## src/rtl/rf_wport_arbiter_pkg.sv

```systemverilog
// Shared types for the register-file write-port arbiter.
//   REG_AW/DATA_W/NREG : register-file geometry
//   wr_req_t           : one pending register write (dest, data, trace PC)
//   src_e              : which requester owns the write port this cycle
package rf_pkg;

    localparam int REG_AW = 5;
    localparam int DATA_W = 32;
    localparam int NREG   = 32;

    typedef struct packed {
        logic [REG_AW-1:0] rw;
        logic [DATA_W-1:0] rd;
        logic [DATA_W-1:0] pc;
    } wr_req_t;

    typedef enum logic [1:0] {
        SRC_NONE  = 2'd0,
        SRC_WB    = 2'd1,
        SRC_QUEUE = 2'd2,
        SRC_MDU   = 2'd3
    } src_e;

    // r0 is hard-wired to zero, so only non-zero destinations are real writes.
    function automatic logic reg_live(input logic [REG_AW-1:0] r);
        return (r != {REG_AW{1'b0}});
    endfunction

endpackage

```

## src/rtl/rf_wport_arbiter_if.sv

```systemverilog
// Bus bundle between the pipeline (master) and the write-port arbiter (slave).
//   wb_*  : WB-stage write request        mdu_* : MDU result handshake
//   iss_* : MDU issue (scoreboard set)    dec_* : decode operands for stall
//   rf_*  : register-file write port      stall : decode hold
interface rf_wport_if;
    logic        wb_we;
    logic [4:0]  wb_rw;
    logic [31:0] wb_rd;
    logic [31:0] wb_pc;
    logic        mdu_valid;
    logic        mdu_ready;
    logic [4:0]  mdu_rw;
    logic [31:0] mdu_rd;
    logic [31:0] mdu_pc;
    logic        iss_valid;
    logic [4:0]  iss_rw;
    logic [4:0]  dec_ra;
    logic [4:0]  dec_rb;
    logic [4:0]  dec_rw;
    logic        stall;
    logic        rf_we;
    logic [4:0]  rf_rw;
    logic [31:0] rf_rd;
    logic [31:0] rf_pc;

    modport master (
        output wb_we, wb_rw, wb_rd, wb_pc,
        output mdu_valid, mdu_rw, mdu_rd, mdu_pc,
        input  mdu_ready,
        output iss_valid, iss_rw, dec_ra, dec_rb, dec_rw,
        input  stall, rf_we, rf_rw, rf_rd, rf_pc
    );

    modport slave (
        input  wb_we, wb_rw, wb_rd, wb_pc,
        input  mdu_valid, mdu_rw, mdu_rd, mdu_pc,
        output mdu_ready,
        input  iss_valid, iss_rw, dec_ra, dec_rb, dec_rw,
        output stall, rf_we, rf_rw, rf_rd, rf_pc
    );
endinterface

```

## src/rtl/rf_wq_fifo.sv

```systemverilog
// Synchronous FIFO of wr_req_t entries holding MDU results that lost the port.
//   clk, reset (async active-low) ; push/din ; pop/dout (head, show-ahead)
//   full, empty, count (0..DEPTH)
// Push while full and pop while empty are ignored.
module rf_wq_fifo
    import rf_pkg::*;
#(
    parameter int DEPTH = 2,
    localparam int CW = $clog2(DEPTH + 1)
) (
    input  logic          clk,
    input  logic          reset,
    input  logic          push,
    input  wr_req_t       din,
    input  logic          pop,
    output wr_req_t       dout,
    output logic          full,
    output logic          empty,
    output logic [CW-1:0] count
);
    localparam int PW = (DEPTH > 1) ? $clog2(DEPTH) : 1;
    localparam logic [PW-1:0] LAST_PTR = PW'(DEPTH - 1);
    localparam logic [CW-1:0] DEPTH_C  = CW'(DEPTH);

    wr_req_t       mem_r [DEPTH];
    logic [PW-1:0] wr_ptr_r;
    logic [PW-1:0] rd_ptr_r;
    logic [CW-1:0] count_r;
    logic          push_s;
    logic          pop_s;

    // Pointers wrap modulo DEPTH, which need not be a power of two.
    function automatic logic [PW-1:0] ptr_inc(input logic [PW-1:0] p);
        return (p == LAST_PTR) ? {PW{1'b0}} : (p + PW'(1'b1));
    endfunction

    assign full   = (count_r == DEPTH_C);
    assign empty  = (count_r == {CW{1'b0}});
    assign count  = count_r;
    assign dout   = mem_r[rd_ptr_r];
    assign push_s = push & ~full;
    assign pop_s  = pop & ~empty;

    // Storage, pointers and occupancy; a simultaneous push and pop keeps count.
    always_ff @(posedge clk or negedge reset) begin
        if (!reset) begin
            for (int i = 0; i < DEPTH; i++) begin
                mem_r[i] <= '{rw: 5'd0, rd: 32'd0, pc: 32'd0};
            end
            wr_ptr_r <= {PW{1'b0}};
            rd_ptr_r <= {PW{1'b0}};
            count_r  <= {CW{1'b0}};
        end else begin
            if (push_s) begin
                mem_r[wr_ptr_r] <= din;
                wr_ptr_r        <= ptr_inc(wr_ptr_r);
            end
            if (pop_s) begin
                rd_ptr_r <= ptr_inc(rd_ptr_r);
            end
            case ({push_s, pop_s})
                2'b10:   count_r <= count_r + CW'(1'b1);
                2'b01:   count_r <= count_r - CW'(1'b1);
                default: count_r <= count_r;
            endcase
        end
    end

endmodule

```

## src/rtl/rf_wport_arbiter.sv

```systemverilog
// Write-port arbiter and MDU scoreboard for the 32x32 register file.
//   clk, reset (async active-low)
//   bus (rf_wport_if.slave): WB and MDU write requests in, the single
//   register-file write port out, plus the busy-register decode stall.
// Grant order: WB, then queued MDU result, then a direct MDU result when the
// queue is empty, so MDU results always reach the file in acceptance order.
module rf_wport_arbiter
    import rf_pkg::*;
#(
    parameter int DEPTH = 2
) (
    input  logic       clk,
    input  logic       reset,
    rf_wport_if.slave  bus
);
    localparam int CW = $clog2(DEPTH + 1);
    localparam logic [CW-1:0] DEPTH_C = CW'(DEPTH);

    wr_req_t         mdu_req_s;
    wr_req_t         q_head_s;
    logic            q_full_s;
    logic            q_empty_s;
    logic [CW-1:0]   q_count_s;
    logic            wb_req_s;
    logic            accept_s;
    logic            acc_live_s;
    logic            direct_s;
    logic            push_s;
    logic            pop_s;
    src_e            src_s;
    logic [NREG-1:0] busy_r;
    logic [NREG-1:0] busy_set_s;
    logic [NREG-1:0] busy_clr_s;
    logic [NREG-1:0] busy_nxt_s;

    assign mdu_req_s = '{rw: bus.mdu_rw, rd: bus.mdu_rd, pc: bus.mdu_pc};

    // Ready depends only on registered occupancy so the MDU never sees a loop.
    assign bus.mdu_ready = (q_count_s < DEPTH_C);

    assign wb_req_s   = bus.wb_we & reg_live(bus.wb_rw);
    assign accept_s   = bus.mdu_valid & bus.mdu_ready;
    // Results for r0 are accepted and silently discarded.
    assign acc_live_s = accept_s & reg_live(bus.mdu_rw);
    assign direct_s   = acc_live_s & ~wb_req_s & q_empty_s;
    assign push_s     = acc_live_s & ~direct_s & ~q_full_s;
    assign pop_s      = ~wb_req_s & ~q_empty_s;

    rf_wq_fifo #(.DEPTH(DEPTH)) u_fifo (
        .clk   (clk),
        .reset (reset),
        .push  (push_s),
        .din   (mdu_req_s),
        .pop   (pop_s),
        .dout  (q_head_s),
        .full  (q_full_s),
        .empty (q_empty_s),
        .count (q_count_s)
    );

    // Port owner; nothing is granted while reset is held.
    always_comb begin
        src_s = SRC_NONE;
        if (!reset) begin
            src_s = SRC_NONE;
        end else if (wb_req_s) begin
            src_s = SRC_WB;
        end else if (!q_empty_s) begin
            src_s = SRC_QUEUE;
        end else if (direct_s) begin
            src_s = SRC_MDU;
        end else begin
            src_s = SRC_NONE;
        end
    end

    // Register-file write port mux.
    always_comb begin
        bus.rf_we = 1'b0;
        bus.rf_rw = 5'd0;
        bus.rf_rd = 32'd0;
        bus.rf_pc = 32'd0;
        case (src_s)
            SRC_WB: begin
                bus.rf_we = 1'b1;
                bus.rf_rw = bus.wb_rw;
                bus.rf_rd = bus.wb_rd;
                bus.rf_pc = bus.wb_pc;
            end
            SRC_QUEUE: begin
                bus.rf_we = 1'b1;
                bus.rf_rw = q_head_s.rw;
                bus.rf_rd = q_head_s.rd;
                bus.rf_pc = q_head_s.pc;
            end
            SRC_MDU: begin
                bus.rf_we = 1'b1;
                bus.rf_rw = mdu_req_s.rw;
                bus.rf_rd = mdu_req_s.rd;
                bus.rf_pc = mdu_req_s.pc;
            end
            default: begin
                bus.rf_we = 1'b0;
            end
        endcase
    end

    // Scoreboard next state: issue sets, MDU-sourced write clears, set wins.
    always_comb begin
        busy_set_s = {NREG{1'b0}};
        busy_clr_s = {NREG{1'b0}};
        if (bus.iss_valid && reg_live(bus.iss_rw)) begin
            busy_set_s[bus.iss_rw] = 1'b1;
        end else begin
            busy_set_s = {NREG{1'b0}};
        end
        if ((src_s == SRC_QUEUE) || (src_s == SRC_MDU)) begin
            busy_clr_s[bus.rf_rw] = 1'b1;
        end else begin
            busy_clr_s = {NREG{1'b0}};
        end
        busy_nxt_s    = (busy_r & ~busy_clr_s) | busy_set_s;
        busy_nxt_s[0] = 1'b0;
    end

    // Scoreboard register.
    always_ff @(posedge clk or negedge reset) begin
        if (!reset) begin
            busy_r <= {NREG{1'b0}};
        end else begin
            busy_r <= busy_nxt_s;
        end
    end

    // RAW/WAW hazard against any outstanding MDU destination.
    assign bus.stall = (reg_live(bus.dec_ra) & busy_r[bus.dec_ra])
                     | (reg_live(bus.dec_rb) & busy_r[bus.dec_rb])
                     | (reg_live(bus.dec_rw) & busy_r[bus.dec_rw]);

endmodule

```

## src/flat_wrapper.sv

```systemverilog
// flat-port wrapper written by rule: the top's interface ports become plain ports
module rf_wport_arbiter_flat import rf_pkg::*;
#(
    parameter int DEPTH = 2
)
  (clk, reset, bus_wb_we, bus_wb_rw, bus_wb_rd, bus_wb_pc, bus_mdu_valid, bus_mdu_rw, bus_mdu_rd, bus_mdu_pc, bus_mdu_ready, bus_iss_valid, bus_iss_rw, bus_dec_ra, bus_dec_rb, bus_dec_rw, bus_stall, bus_rf_we, bus_rf_rw, bus_rf_rd, bus_rf_pc);
  rf_wport_if bus_i ();
  input  logic clk;
  input  logic reset;
  input wire logic [$bits(bus_i.wb_we)-1:0] bus_wb_we;
  input wire logic [$bits(bus_i.wb_rw)-1:0] bus_wb_rw;
  input wire logic [$bits(bus_i.wb_rd)-1:0] bus_wb_rd;
  input wire logic [$bits(bus_i.wb_pc)-1:0] bus_wb_pc;
  input wire logic [$bits(bus_i.mdu_valid)-1:0] bus_mdu_valid;
  input wire logic [$bits(bus_i.mdu_rw)-1:0] bus_mdu_rw;
  input wire logic [$bits(bus_i.mdu_rd)-1:0] bus_mdu_rd;
  input wire logic [$bits(bus_i.mdu_pc)-1:0] bus_mdu_pc;
  output wire logic [$bits(bus_i.mdu_ready)-1:0] bus_mdu_ready;
  input wire logic [$bits(bus_i.iss_valid)-1:0] bus_iss_valid;
  input wire logic [$bits(bus_i.iss_rw)-1:0] bus_iss_rw;
  input wire logic [$bits(bus_i.dec_ra)-1:0] bus_dec_ra;
  input wire logic [$bits(bus_i.dec_rb)-1:0] bus_dec_rb;
  input wire logic [$bits(bus_i.dec_rw)-1:0] bus_dec_rw;
  output wire logic [$bits(bus_i.stall)-1:0] bus_stall;
  output wire logic [$bits(bus_i.rf_we)-1:0] bus_rf_we;
  output wire logic [$bits(bus_i.rf_rw)-1:0] bus_rf_rw;
  output wire logic [$bits(bus_i.rf_rd)-1:0] bus_rf_rd;
  output wire logic [$bits(bus_i.rf_pc)-1:0] bus_rf_pc;
  assign bus_i.wb_we = bus_wb_we;
  assign bus_i.wb_rw = bus_wb_rw;
  assign bus_i.wb_rd = bus_wb_rd;
  assign bus_i.wb_pc = bus_wb_pc;
  assign bus_i.mdu_valid = bus_mdu_valid;
  assign bus_i.mdu_rw = bus_mdu_rw;
  assign bus_i.mdu_rd = bus_mdu_rd;
  assign bus_i.mdu_pc = bus_mdu_pc;
  assign bus_mdu_ready = bus_i.mdu_ready;
  assign bus_i.iss_valid = bus_iss_valid;
  assign bus_i.iss_rw = bus_iss_rw;
  assign bus_i.dec_ra = bus_dec_ra;
  assign bus_i.dec_rb = bus_dec_rb;
  assign bus_i.dec_rw = bus_dec_rw;
  assign bus_stall = bus_i.stall;
  assign bus_rf_we = bus_i.rf_we;
  assign bus_rf_rw = bus_i.rf_rw;
  assign bus_rf_rd = bus_i.rf_rd;
  assign bus_rf_pc = bus_i.rf_pc;
  rf_wport_arbiter #(.DEPTH(DEPTH)) u_core (.clk(clk), .reset(reset), .bus(bus_i));
endmodule
```

## config.mk

```make
export PLATFORM = sky130hd
export DESIGN_NAME = rf_wport_arbiter_flat
export DESIGN_NICKNAME = d
export VERILOG_FILES = /design/src/rtl/rf_wport_arbiter_pkg.sv /design/src/rtl/rf_wport_arbiter_if.sv /design/src/rtl/rf_wq_fifo.sv /design/src/rtl/rf_wport_arbiter.sv /design/src/flat_wrapper.sv
export SDC_FILE = /design/constraint.sdc
export NUM_CORES = 1
export LEC_CHECK = 0
export BUFFER_PORTS_ARGS = -buffer_cell sky130_fd_sc_hd__buf_2
export CAP_MARGIN = 30
export CELL_PAD_IN_SITES_DETAIL_PLACEMENT = 2
export CELL_PAD_IN_SITES_GLOBAL_PLACEMENT = 2
export CORE_MARGIN = 1
export CORE_UTILIZATION = 30
export DETAILED_ROUTE_END_ITERATION = 6
export PLACE_DENSITY_LB_ADDON = 0.25
export SLEW_MARGIN = 20
export SYNTH_ARGS = -nofsm -noshare
export SYNTH_HDL_FRONTEND = slang
export SYNTH_SLANG_ARGS = --single-unit
```

## constraint.sdc

```tcl
create_clock -name clk -period 3.3 [get_ports clk]
set_input_delay 0.66 -clock clk [delete_from_list [all_inputs] [get_ports clk]]
set_output_delay 0.66 -clock clk [all_outputs]
set_load 0.02 [all_outputs]
```

== Yosys cells after proc, flatten, opt, wreduce, memory -nomap -nowiden ==
Cells that the tools add are included.

* Add/subtract/negate cells: 4
* $lt $le $gt $ge: 11
* Equal/unequal tests: 6
* Mux-type cells: 29
* Bitwise gates (word level): 24
* Reductions and logical operators: 14

{| class="wikitable"
|+ Operator list
! cell !! count
|-
| $mux 69 || 4
|-
| $pmux 32 s3 || 2
|-
| $bwmux 138 || 1
|-
| $demux 69 s1 || 1
|-
| $mux 32 || 2
|-
| $and 32x32->32 || 1
|-
| $not 32->32 || 1
|-
| $or 32x32->32 || 1
|-
| $lt 5x6->1 const B || 5
|-
| $reduce_bool 5->1 || 6
|-
| $bmux 1 s5 || 3
|-
| $pmux 5 s3 || 1
|-
| $and 1x1->1 || 13
|-
| $demux 1 s5 || 2
|-
| $ge 5x1->1 const B || 2
|-
| $eq 2x2->1 const B || 4
|-
| $mux 1 || 8
|-
| $mux 2 || 4
|-
| $eq 2x1->1 const B || 2
|-
| $ge 2x2->1 const B || 2
|-
| $logic_and 1x1->1 || 4
|-
| $not 1->1 || 4
|-
| $not 1->2 || 2
|-
| $pmux 2 s2 || 1
|-
| 10 further kinds || 12
|}

* Flip-flop bits (word level): 173
* Output and inout port bits: 72
* Word-level logic and storage cells: 98

== Logic depth before layout (Yosys ltp) ==
Gate-level depths: netlist of run 1.

* Word-level depth: 19
* Mapped depth: 8
* Mapped depth without buffers: 7

== Modules after synthesis ==
A second synthesis of run 1 with hierarchy kept.

* Cell total of the unflattened synthesis: 795
* Area, all modules: 9561.7 sq um

{| class="wikitable"
|+ By module, submodules not included
! module !! times used !! cells each !! area an instance (sq um)
|-
| rf_wq_fifo || 1 || 386 || 6117.1
|-
| rf_wport_arbiter || 1 || 409 || 3444.6
|}

== Worst setup path before layout of run 1 ==
No wires, ideal clock.

* Kind: in2out
* From: in bus_dec_rb[0]
* To: out bus_stall
* Data arrival time: 2.202 ns
* Data required time: 2.640 ns
* Path slack: 0.438 ns
* Cell stages on the path: 5
* Cells stage by stage: buf_2 -> mux4_2 -> mux4_2 -> mux2i_1 -> nand3_1

* Longest elaborated chain between the ends: 5

{| class="wikitable"
|+ RTL lines
! element !! line !! RTL
|-
| from (decl) || flat_wrapper.sv:22 || <nowiki>input wire logic [$bits(bus_i.dec_rb)-1:0] bus_dec_rb;</nowiki>
|-
| $bmux 1 s5 || rf_wport_arbiter.sv:137 || <nowiki>| (reg_live(bus.dec_rb) & busy_r[bus.dec_rb])</nowiki>
|-
| $mux 1 (implied by the code) || rf_wport_arbiter.sv:137 ||
|-
| $and 1x1->1 (*) || rf_wport_arbiter.sv:137 ||
|-
| $or 1x1->1 (*) || rf_wport_arbiter.sv:137 ||
|-
| $or 1x1->1 (*) || rf_wport_arbiter.sv:138 || <nowiki>| (reg_live(bus.dec_rw) & busy_r[bus.dec_rw]);</nowiki>
|-
| to (decl) || flat_wrapper.sv:24 || <nowiki>output wire logic [$bits(bus_i.stall)-1:0] bus_stall;</nowiki>
|}

Mark *: on every way between the ends. The rest lies on a longest branch, timed or not. The select of a mux whose other input is x is not followed.

== Worst setup path after layout of run 1 ==
* From: reg u_core.u_fifo.rd_ptr_r
* To: out bus_rf_pc[13]

* Longest elaborated chain between the ends: 5

{| class="wikitable"
|+ RTL lines
! element !! line !! RTL
|-
| from (decl) || rf_wq_fifo.sv:27 || <nowiki>logic [PW-1:0] rd_ptr_r;</nowiki>
|-
| from (signal assigned) || rf_wq_fifo.sv:51 || <nowiki>rd_ptr_r <= {PW{1'b0}};</nowiki>
|-
| from (signal assigned) || rf_wq_fifo.sv:59 || <nowiki>rd_ptr_r <= ptr_inc(rd_ptr_r);</nowiki>
|-
| $not 1->2 (implied by the code) || rf_wq_fifo.sv:40 || <nowiki>assign dout = mem_r[rd_ptr_r];</nowiki>
|-
| $mux 69 (implied by the code) (3 in series) || rf_wq_fifo.sv:40 ||
|-
| $pmux 32 s3 || rf_wport_arbiter.sv:83 || <nowiki>case (src_s)</nowiki>
|-
| to (decl) || flat_wrapper.sv:28 || <nowiki>output wire logic [$bits(bus_i.rf_pc)-1:0] bus_rf_pc;</nowiki>
|}

No other way between the ends. The select of a mux whose other input is x is not followed.

==> flow_summary.yaml, run 1 <==
critical_path:
  cp_max_fo: 34
  cp-start-kind: "register"
  ff2ff_setup_slack_ns: 0.88
  path_class: "register to primary output"
  end_kind: "primary output"
  required_ns: 2.64
  cp_data_arrival_time_ns: 2.49
route:
  wl_um: 30400
  antenna_left: 0
  drtIter0Drc: 245
  wl_per_cell_um: 21.4
  drc_errors: 0
  viasPerCell: 5.23
  dr.pass1.iters: 5
  num_vias: 7448
sta:
  tns_ns: 0
  drv_slew: 0
  fmax_mhz: 318
  rsz0062_at_grt: "false"
  worst_pin_slew_ns: 0.766
  finalHoldViolCount: 0
  setup_violations: 0
  clock_skew_ns: 0.00915
  setup_ws_ns: 0.152
  period_share_pct: 95.4
  min_period_ns: 3.15
  slew_headroom_pct: 48.9
power:
  finalPower_mw: 9.80
  p_leak_nw: 5.77
  vdd_ir_drop_max_uv: 388
  p_per_area_nw_per_um2: 817
die:
  dieArea_um2: 33200
  dieWidth_um: 182
  initial_utilization_pct: 30.7
  boundaryPins: 235
  core_region_area_um2: 31700
  num_rows: 65
  die_h_um: 182
final_layout:
  fill_cells: 3372
  drive_gt1_share_pct: 39.3
  areaGrowthSynthToFinish_pct: 23.1
  finalNetCount: 1172
  diodes: 0
grt:
  grt-ovfl-total: 0
  grt_pass1_wl_um: 48500
  grt_usage_pct: 19.0
  grt_pass1_vias: 8549
  grt_max_degree: 62
  grt_antenna_before_repair: 0
clock_network:
  path_clk_slew_ns: 0.07
  cts-buffers-inserted: 17
  clkLatencyLatePin_ns: 0.45
  clock-sinks: 173
  cts_buffer_depth: 2
  cts_tree: "yes"
  cts_root_buf: "clkbuf_16"
  post_cts_buffers: 0
  postCtsHoldBufs: 1
  cts_resized: 0
  h-tree-depth: 4
outcome:
  status: "finished, final reports clean"
yosys:
  synth-edff-count: 0
  ys_seq_area_share_pct: 44.4
  yosys.area_share.adder_pct: 0.128
  netlist_instances: 786
  yosys_warnings: 0
  synthXorXnorAreaFrac_pct: 0.360
  async_reset_ff_share_pct: 100
  synth_flop_cell: "dfrtp_1"
  ys_ff_latch: 173
  ys_types: 51
  syn_area_um2: 9740
  syn_avg_cell_area_um2: 12.4
  yosys.area_share.simple_pct: 7.46
  synth_compound_area_share_pct: 11.7
  muxShareOfSynthArea_pct: 32.0
  synth_fp_nets: 950
  synth_top_family_by_area: "multiplexers"
placement:
  gp_congestion: 0.760
  port_buffers: 234
  hpwl_um: 22500
  post-place-ws_ns: 0.198
run:
  maxCapViolations: 0
min_path:
  hp-class: "input port to asynchronous set/reset pin"
==> cell usage after synthesis, drive strengths merged, types with 2 or more instances <==
cell | instances | area, um2
nand4 | 4 | 25.0
xnor2 | 3 | 26.3
a31oi | 4 | 25.0
nand2 | 55 | 206
dfrtp | 173 | 4330
nand2b | 8 | 50.1
nor2 | 72 | 270
inv | 11 | 41.3
o221ai | 3 | 26.3
a21oi | 6 | 30.0
a221o | 64 | 641
mux4 | 27 | 608
clkbuf | 19 | 71.3
mux2i | 73 | 731
o211ai | 3 | 22.5
and2 | 2 | 12.5
nand3 | 8 | 40.0
nor3 | 3 | 15.0
nor2b | 4 | 25.0
or3 | 2 | 17.5
o21ai | 43 | 215
o41a | 2 | 22.5
buf | 35 | 265
or2 | 5 | 31.3
and3 | 3 | 18.8
mux2 | 136 | 1780
o31ai | 3 | 37.5
==> power by group <==
part           internal (mW)  switching [mW]
logic                   2.14            1.77
registers               3.14           0.761
clock network           1.01           0.989
total                   6.28            3.52
==> layer usage <==
layer | track usage, % | up-vias | part of all wire [%]
li1 | - | 3405 | -
met1 | 24.0 | 3875 | 45
met2 | 33.4 | 150 | 51
met3 | 3.67 | 18 | 3.2
met4 | 4.24 | 0 | 0.86
met5 | 0 | - | 0
==> final timing paths <==
path                                         from                        to  depth (start not counted)
setup / recovery           u_core.u_fifo.rd_ptr_r             bus_rf_pc[13]                          5
hold / removal                              reset  u_core.u_fifo.mem_r[133]                          2
setup reg to reg           u_core.u_fifo.rd_ptr_r         u_core.busy_r[23]                          6
hold reg to reg            u_core.u_fifo.wr_ptr_r    u_core.u_fifo.wr_ptr_r                          2
max in group asynchronous                   reset   u_core.u_fifo.mem_r[86]                          3
min in group clk                   bus_mdu_pc[20]   u_core.u_fifo.mem_r[89]                          2
==> critical path, cell delays in order (launching register included) <==
cell and delay (ns):
dfrtp_4 0.82, buf_12 0.35, mux2i_1 0.38, nor2_1 0.07, a221o_1 0.26, buf_2 0.16
==> placed cells by master, fill, tap and decap left out, types with 11 or more instances in the layout <==
| master | instances |
|---|---|
| nand2_1 | 55 |
| a221o_1 | 64 |
| mux2_4 | 66 |
| o21ai_1 | 32 |
| clkbuf_16 | 17 |
| buf_4 | 12 |
| mux4_2 | 27 |
| mux2i_1 | 73 |
| dfrtp_1 | 172 |
| nor2_1 | 71 |
| o21ai_0 | 11 |
| buf_2 | 233 |
| mux2_1 | 68 |
==> per-stage QoR <==
step | instance area [um2] | util (%) | cells | hold WS [ns]
floorplan | 9740 | - | 786 | 0.364
global placement | 11400 | 36.0 | 1390 | 0.459
detailed placement | 11400 | 36.0 | 1390 | 0.462
CTS | 12000 | 37.8 | 1423 | 0.266
global route | 12000 | 37.8 | 1423 | 0.287
finish | 12000 | 37.8 | 1423 | 0.272
==> registers in the layout, summed over array words and instances, names as in the netlist <==
name	cells
u_core.u_fifo.mem_r	138
u_core.u_fifo.rd_ptr_r	1
u_core.u_fifo.count	2
u_core.u_fifo.wr_ptr_r	1
u_core.busy_r	31
==> kinds of logic after synthesis <==
kind of cell,Yosys count
xor+xnor,4
simple gates,168
buf+inv,65
mux,236
flops,173
fa+ha+maj,1
compound gates,139
==> cell type report <==
cell class	instances	area, um2	share of cell area (%)
Clock buffer	17	425	3.55
Clock inverter	15	149	1.24
Inverter	11	41.3	0.344
Multi-Input combinational cell	548	5060	42.2
Sequential cell	173	4330	36.1
Tap cell	402	503	4.19
Timing Repair Buffer	257	1480	12.3
Note: power is estimated with default switching activity, not from simulation.
==> run 2: changes to the inputs <==
Settings changed: PLACE_DENSITY set to 0.75, PLACE_DENSITY_LB_ADDON 0.25 to not set, SLEW_MARGIN 20 to not set.
==> run 2 against run 1 <==
Net effect:
- final area increased by 0.17%
- clock power grew 2%
- non-clock buffer count increased by 3
- final cell count rose by 0.28%
- combinational power is essentially flat
- sequential power about the same
- die area unchanged
- highest routed layer unchanged
==> flow_summary.yaml, run 2 (synthesized netlist as in run 1, its figures left out) <==
sta:
  slew_headroom_pct: 47.1
  clock_skew_ns: 0.0140
  min_period_ns: 3.13
  setup_ws_ns: 0.173
  tns_ns: 0
  finalHoldViolCount: 0
  fmax_mhz: 320
  worst_pin_slew_ns: 0.794
  setup_violations: 0
  period_share_pct: 94.8
  rsz0062_at_grt: "false"
  drv_slew: 0
run:
  maxCapViolations: 0
power:
  p_per_area_nw_per_um2: 818
  p_leak_nw: 5.79
  vdd_ir_drop_max_uv: 387
  finalPower_mw: 9.82
clock_network:
  cts_resized: 0
  postCtsHoldBufs: 0
  h-tree-depth: 4
  cts_buffer_depth: 2
  cts_tree: "yes"
  post_cts_buffers: 0
  cts_root_buf: "clkbuf_16"
  path_clk_slew_ns: 0.07
  cts-buffers-inserted: 17
  clkLatencyLatePin_ns: 0.45
  clock-sinks: 173
die:
  initial_utilization_pct: 30.7
  dieWidth_um: 182
  dieArea_um2: 33200
  core_region_area_um2: 31700
  num_rows: 65
  boundaryPins: 235
  die_h_um: 182
route:
  num_vias: 7620
  wl_per_cell_um: 21.6
  dr.pass1.iters: 4
  antenna_left: 0
  wl_um: 30800
  viasPerCell: 5.34
  drtIter0Drc: 344
  drc_errors: 0
placement:
  post-place-ws_ns: 0.181
  port_buffers: 234
  dpl_cell_area_um2: 11400
  gp_congestion: 0.853
  placedCellCount: 1394
  hpwl_um: 22500
final_layout:
  most-common-layout-cells: "buf_2, dfrtp_1, mux2i_1"
  layout_commonest_cell: "buf_2"
  design_area_um2: 12000
  top_register: "u_core.u_fifo.mem_r"
  largest_reg_flops: 138
  finalNetCount: 1175
  drive_gt1_share_pct: 39.5
  instances_no_fill: 1427
  areaGrowthSynthToFinish_pct: 23.3
grt:
  grt_pass1_wl_um: 49400
  grt_usage_pct: 19.3
  grt_antenna_before_repair: 1
  grt_pass1_vias: 8626
  grt_max_degree: 66
  grt-ovfl-total: 0
min_path:
  hp-class: "input port to asynchronous set/reset pin"
critical_path:
  cp-start-kind: "register"
  path_class: "register to primary output"
  cp_data_arrival_time_ns: 2.47
  required_ns: 2.64
  end_kind: "primary output"
  cp_max_fo: 64
outcome:
  status: "finished, final reports clean"
## run 2: cell types whose count changed in the layout (fill, tap and decap cells not counted), sizes merged
cell	previous run	this run
inv	19	20
dlygate4sd3	1	0
clkbuf	17	19
clkinv	5	4
diode	0	1
buf	256	260
clkinvlp	2	0
## run 2: area by class of cell
type | instances | area, um2
Multi-Input combinational cell | 548 | 5060
Antenna cell | 1 | 2.50
Sequential cell | 173 | 4330
Fill cell | 3396 | 19700
Timing Repair Buffer | 260 | 1490
Clock inverter | 13 | 141
Clock buffer | 19 | 443
Tap cell | 402 | 503
Inverter | 11 | 41.3
## run 2: stage by stage
step,hold slack [ns],utilization [%]
after floorplan,0.364,-
final,0.0363,37.9
after CTS,0.00896,37.9
after detailed placement,0.471,36.0
after global routing,0.0210,37.9
after global placement,0.461,36.0
## run 2: where the power goes
| part | leakage [nW] | internal [mW] | switching (mW) |
|---|---|---|---|
| logic | 3.46 | 2.13 | 1.78 |
| clock network | 0.288 | 1.03 | 1.00 |
| registers | 2.04 | 3.14 | 0.741 |
| total | 5.79 | 6.30 | 3.52 |
## run 2: path summary, 6_finish.rpt
kind	start	to	slack [ns]	depth (start not counted)
setup / recovery	u_core.u_fifo.count[0]	bus_rf_pc[22]	0.17	6
hold / removal	reset	u_core.busy_r[16]	0.04	1
setup reg to reg	u_core.u_fifo.rd_ptr_r	u_core.busy_r[12]	0.96	5
hold reg to reg	u_core.u_fifo.wr_ptr_r	u_core.u_fifo.wr_ptr_r	0.48	2
max in group asynchronous	reset	u_core.u_fifo.mem_r[20]	1.66	3
min in group clk	bus_mdu_rd[24]	u_core.u_fifo.mem_r[125]	0.46	2
## run 2: per-layer routing
layer,up-vias,global-route usage (%),routed length (um)
met2,217,33.9,15700
met4,0,7.26,709
met3,39,3.21,1230
met1,3957,23.8,13200
li1,3407,-,-
met5,-,0,0
## run 2: worst max-delay path: stages, from the launching register on
cell and delay [ns]:
dfrtp_1 0.44, o21ai_1 0.41, or3_2 0.24, buf_12 0.28, nor2_1 0.14, a221o_1 0.28, buf_2 0.16
==> run 3: changes to the inputs <==
Settings changed: CORE_UTILIZATION 30 to 36, PLACE_DENSITY 0.75 to 0.87.
==> run 3 against run 2 <==
Net effect:
- the run now ends with DRC left
- clock skew is 0.0088 ns higher
- core utilization is 7.6 points higher
- via count increased by 1.3%
- sequential power grew 1%
- critical path depth increased by 1
- combinational power grew 2%
- first-iteration DRC count rose by 24%
- total power rose by 2.5%
- routed wire length rose by 4.0%
- fmax is 2.2% lower
- flip-flop and latch count unchanged
- critical endpoint is now bus_rf_rd[8]
==> flow_summary.yaml, run 3 (synthesized netlist as in run 1, its figures left out) <==
critical_path:
  cp_data_arrival_time_ns: 2.54
  cp_max_fo: 56
  end_kind: "primary output"
  path_class: "input port to primary output"
  rr_worst_depth: 6
  rr_endpoint: "u_core.busy_r[7]"
  cp-start-kind: "input port"
  required_ns: 2.64
  ff2ff_setup_slack_ns: 1.01
  r2r-start: "u_core.u_fifo.count[0]"
route:
  wl_um: 32000
  drtIter0Drc: 428
  antenna_left: 0
  wl_per_cell_um: 23.6
  drc_errors: 18
  num_vias: 7716
  viasPerCell: 5.69
  dr.pass1.iters: 7
placement:
  hpwl_um: 23300
  port_buffers: 234
  dpl_cell_area_um2: 11300
  gp_congestion: 0.842
outcome:
  violations: "DRC"
  status: "complete, but fails checks"
final_layout:
  layout_commonest_cell: "buf_2"
  finalNetCount: 1170
  top_register: "u_core.u_fifo.mem_r"
  most-common-layout-cells: "buf_2, dfrtp_1, mux2i_1"
  largest_reg_flops: 138
  areaGrowthSynthToFinish_pct: 22.8
  drive_gt1_share_pct: 39.3
  design_area_um2: 12000
power:
  p_per_area_nw_per_um2: 842
  pwr-share-comb_pct: 39.6
  vdd_ir_drop_max_uv: 291
  power.net_switching_mw: 3.69
  finalPower_mw: 10.1
  swShare_pct: 36.6
  seq_power_share_pct: 39.0
  internal_power_mw: 6.39
  p_leak_nw: 5.79
  clockPowerShare_pct: 21.4
sta:
  worst_pin_slew_ns: 0.834
  min_period_ns: 3.20
  finalHoldViolCount: 0
  setup_violations: 0
  worst_hold_slack_ns: 0.0411
  fmax_mhz: 313
  drv_slew: 0
  rsz0062_at_grt: "false"
  clock_skew_ns: 0.0227
  tns_ns: 0
  period_share_pct: 96.9
  slew_headroom_pct: 44.4
clock_network:
  cts-buffers-inserted: 17
  post_cts_buffers: 0
  cts_tree: "yes"
  cts_resized: 0
  clkLatencyLatePin_ns: 0.44
  cts_buffer_depth: 2
  postCtsHoldBufs: 0
  cts_root_buf: "clkbuf_16"
  clock-sinks: 173
  path_clk_slew_ns: 0.08
  h-tree-depth: 4
grt:
  grt_antenna_before_repair: 2
  grt_pass1_vias: 8933
  grt_usage_pct: 23.6
  grt_max_degree: 65
  grt-ovfl-total: 0
  grt_pass1_wl_um: 50700
die:
  die_h_um: 166
  initial_utilization_pct: 37.1
  num_rows: 59
  boundaryPins: 235
  dieWidth_um: 166
  core_region_area_um2: 26300
  dieArea_um2: 27700
min_path:
  hp-class: "input port to asynchronous set/reset pin"
run:
  maxCapViolations: 0
==> run 3: cell count changes in the layout (fill, tap and decap cells not counted), sizes merged <==
cell    delta
clkinv     +2
bufinv     +1
inv        -1
clkbuf     -2
buf        -5
==> run 3: routing by layer <==
layer	track usage (%)	part of all wire [%]	vias to the layer above
met5	0	0.034	-
met4	8.17	2.2	2
met3	3.49	4.0	52
met2	42.7	53	243
met1	28.6	41	4017
li1	-	-	3402
==> run 3: power by group through the flow <==
stage	logic [mW]	clock network [mW]	registers (mW)
2_1_floorplan	3.08	0	3.57
3_3_place_gp	3.78	0	3.78
3_5_place_dp	4.02	0	3.92
4_1_cts	4.06	2.21	3.92
5_1_grt	4.30	2.28	4.04
6_report	3.99	2.15	3.93
==> run 3: worst max-delay path by stage <==
stage	startpoint	end	slack, ns	cells after the start
after CTS	bus_wb_rw[3]	bus_rf_rd[8]	0.12	7
after global placement	bus_mdu_rw[3]	bus_rf_rd[29]	0.20	7
after detailed placement	bus_wb_rw[3]	bus_rf_rd[26]	0.14	7
after floorplan	bus_dec_rb[0]	bus_stall	0.44	5
final	bus_wb_rw[3]	bus_rf_rd[8]	0.10	7
after global routing	bus_wb_rw[3]	bus_rf_rd[29]	0.04	7
==> run 3: stage by stage <==
step	setup WS [ns]	utilization (%)	instances
2_1_floorplan	0.438	-	786
3_3_place_gp	0.200	43.1	1322
3_5_place_dp	0.137	43.1	1322
4_1_cts	0.115	45.5	1354
5_1_grt	0.0431	45.5	1354
6_report	0.102	45.5	1355
==> run 3: layout make-up <==
class,instances,area [um2]
Antenna cell,1,2.50
Clock buffer,17,425
Clock inverter,15,213
Fill cell,2741,14300
Inverter,11,41.3
Multi-Input combinational cell,548,5060
Sequential cell,173,4330
Tap cell,335,419
Timing Repair Buffer,255,1460
==> run 3: worst max-delay path: stages <==
cell     delay, ns
buf_2         0.11
nor3_1        0.38
a31oi_1       0.25
nor2_4        0.36
buf_12        0.29
a221o_1       0.23
buf_2         0.18
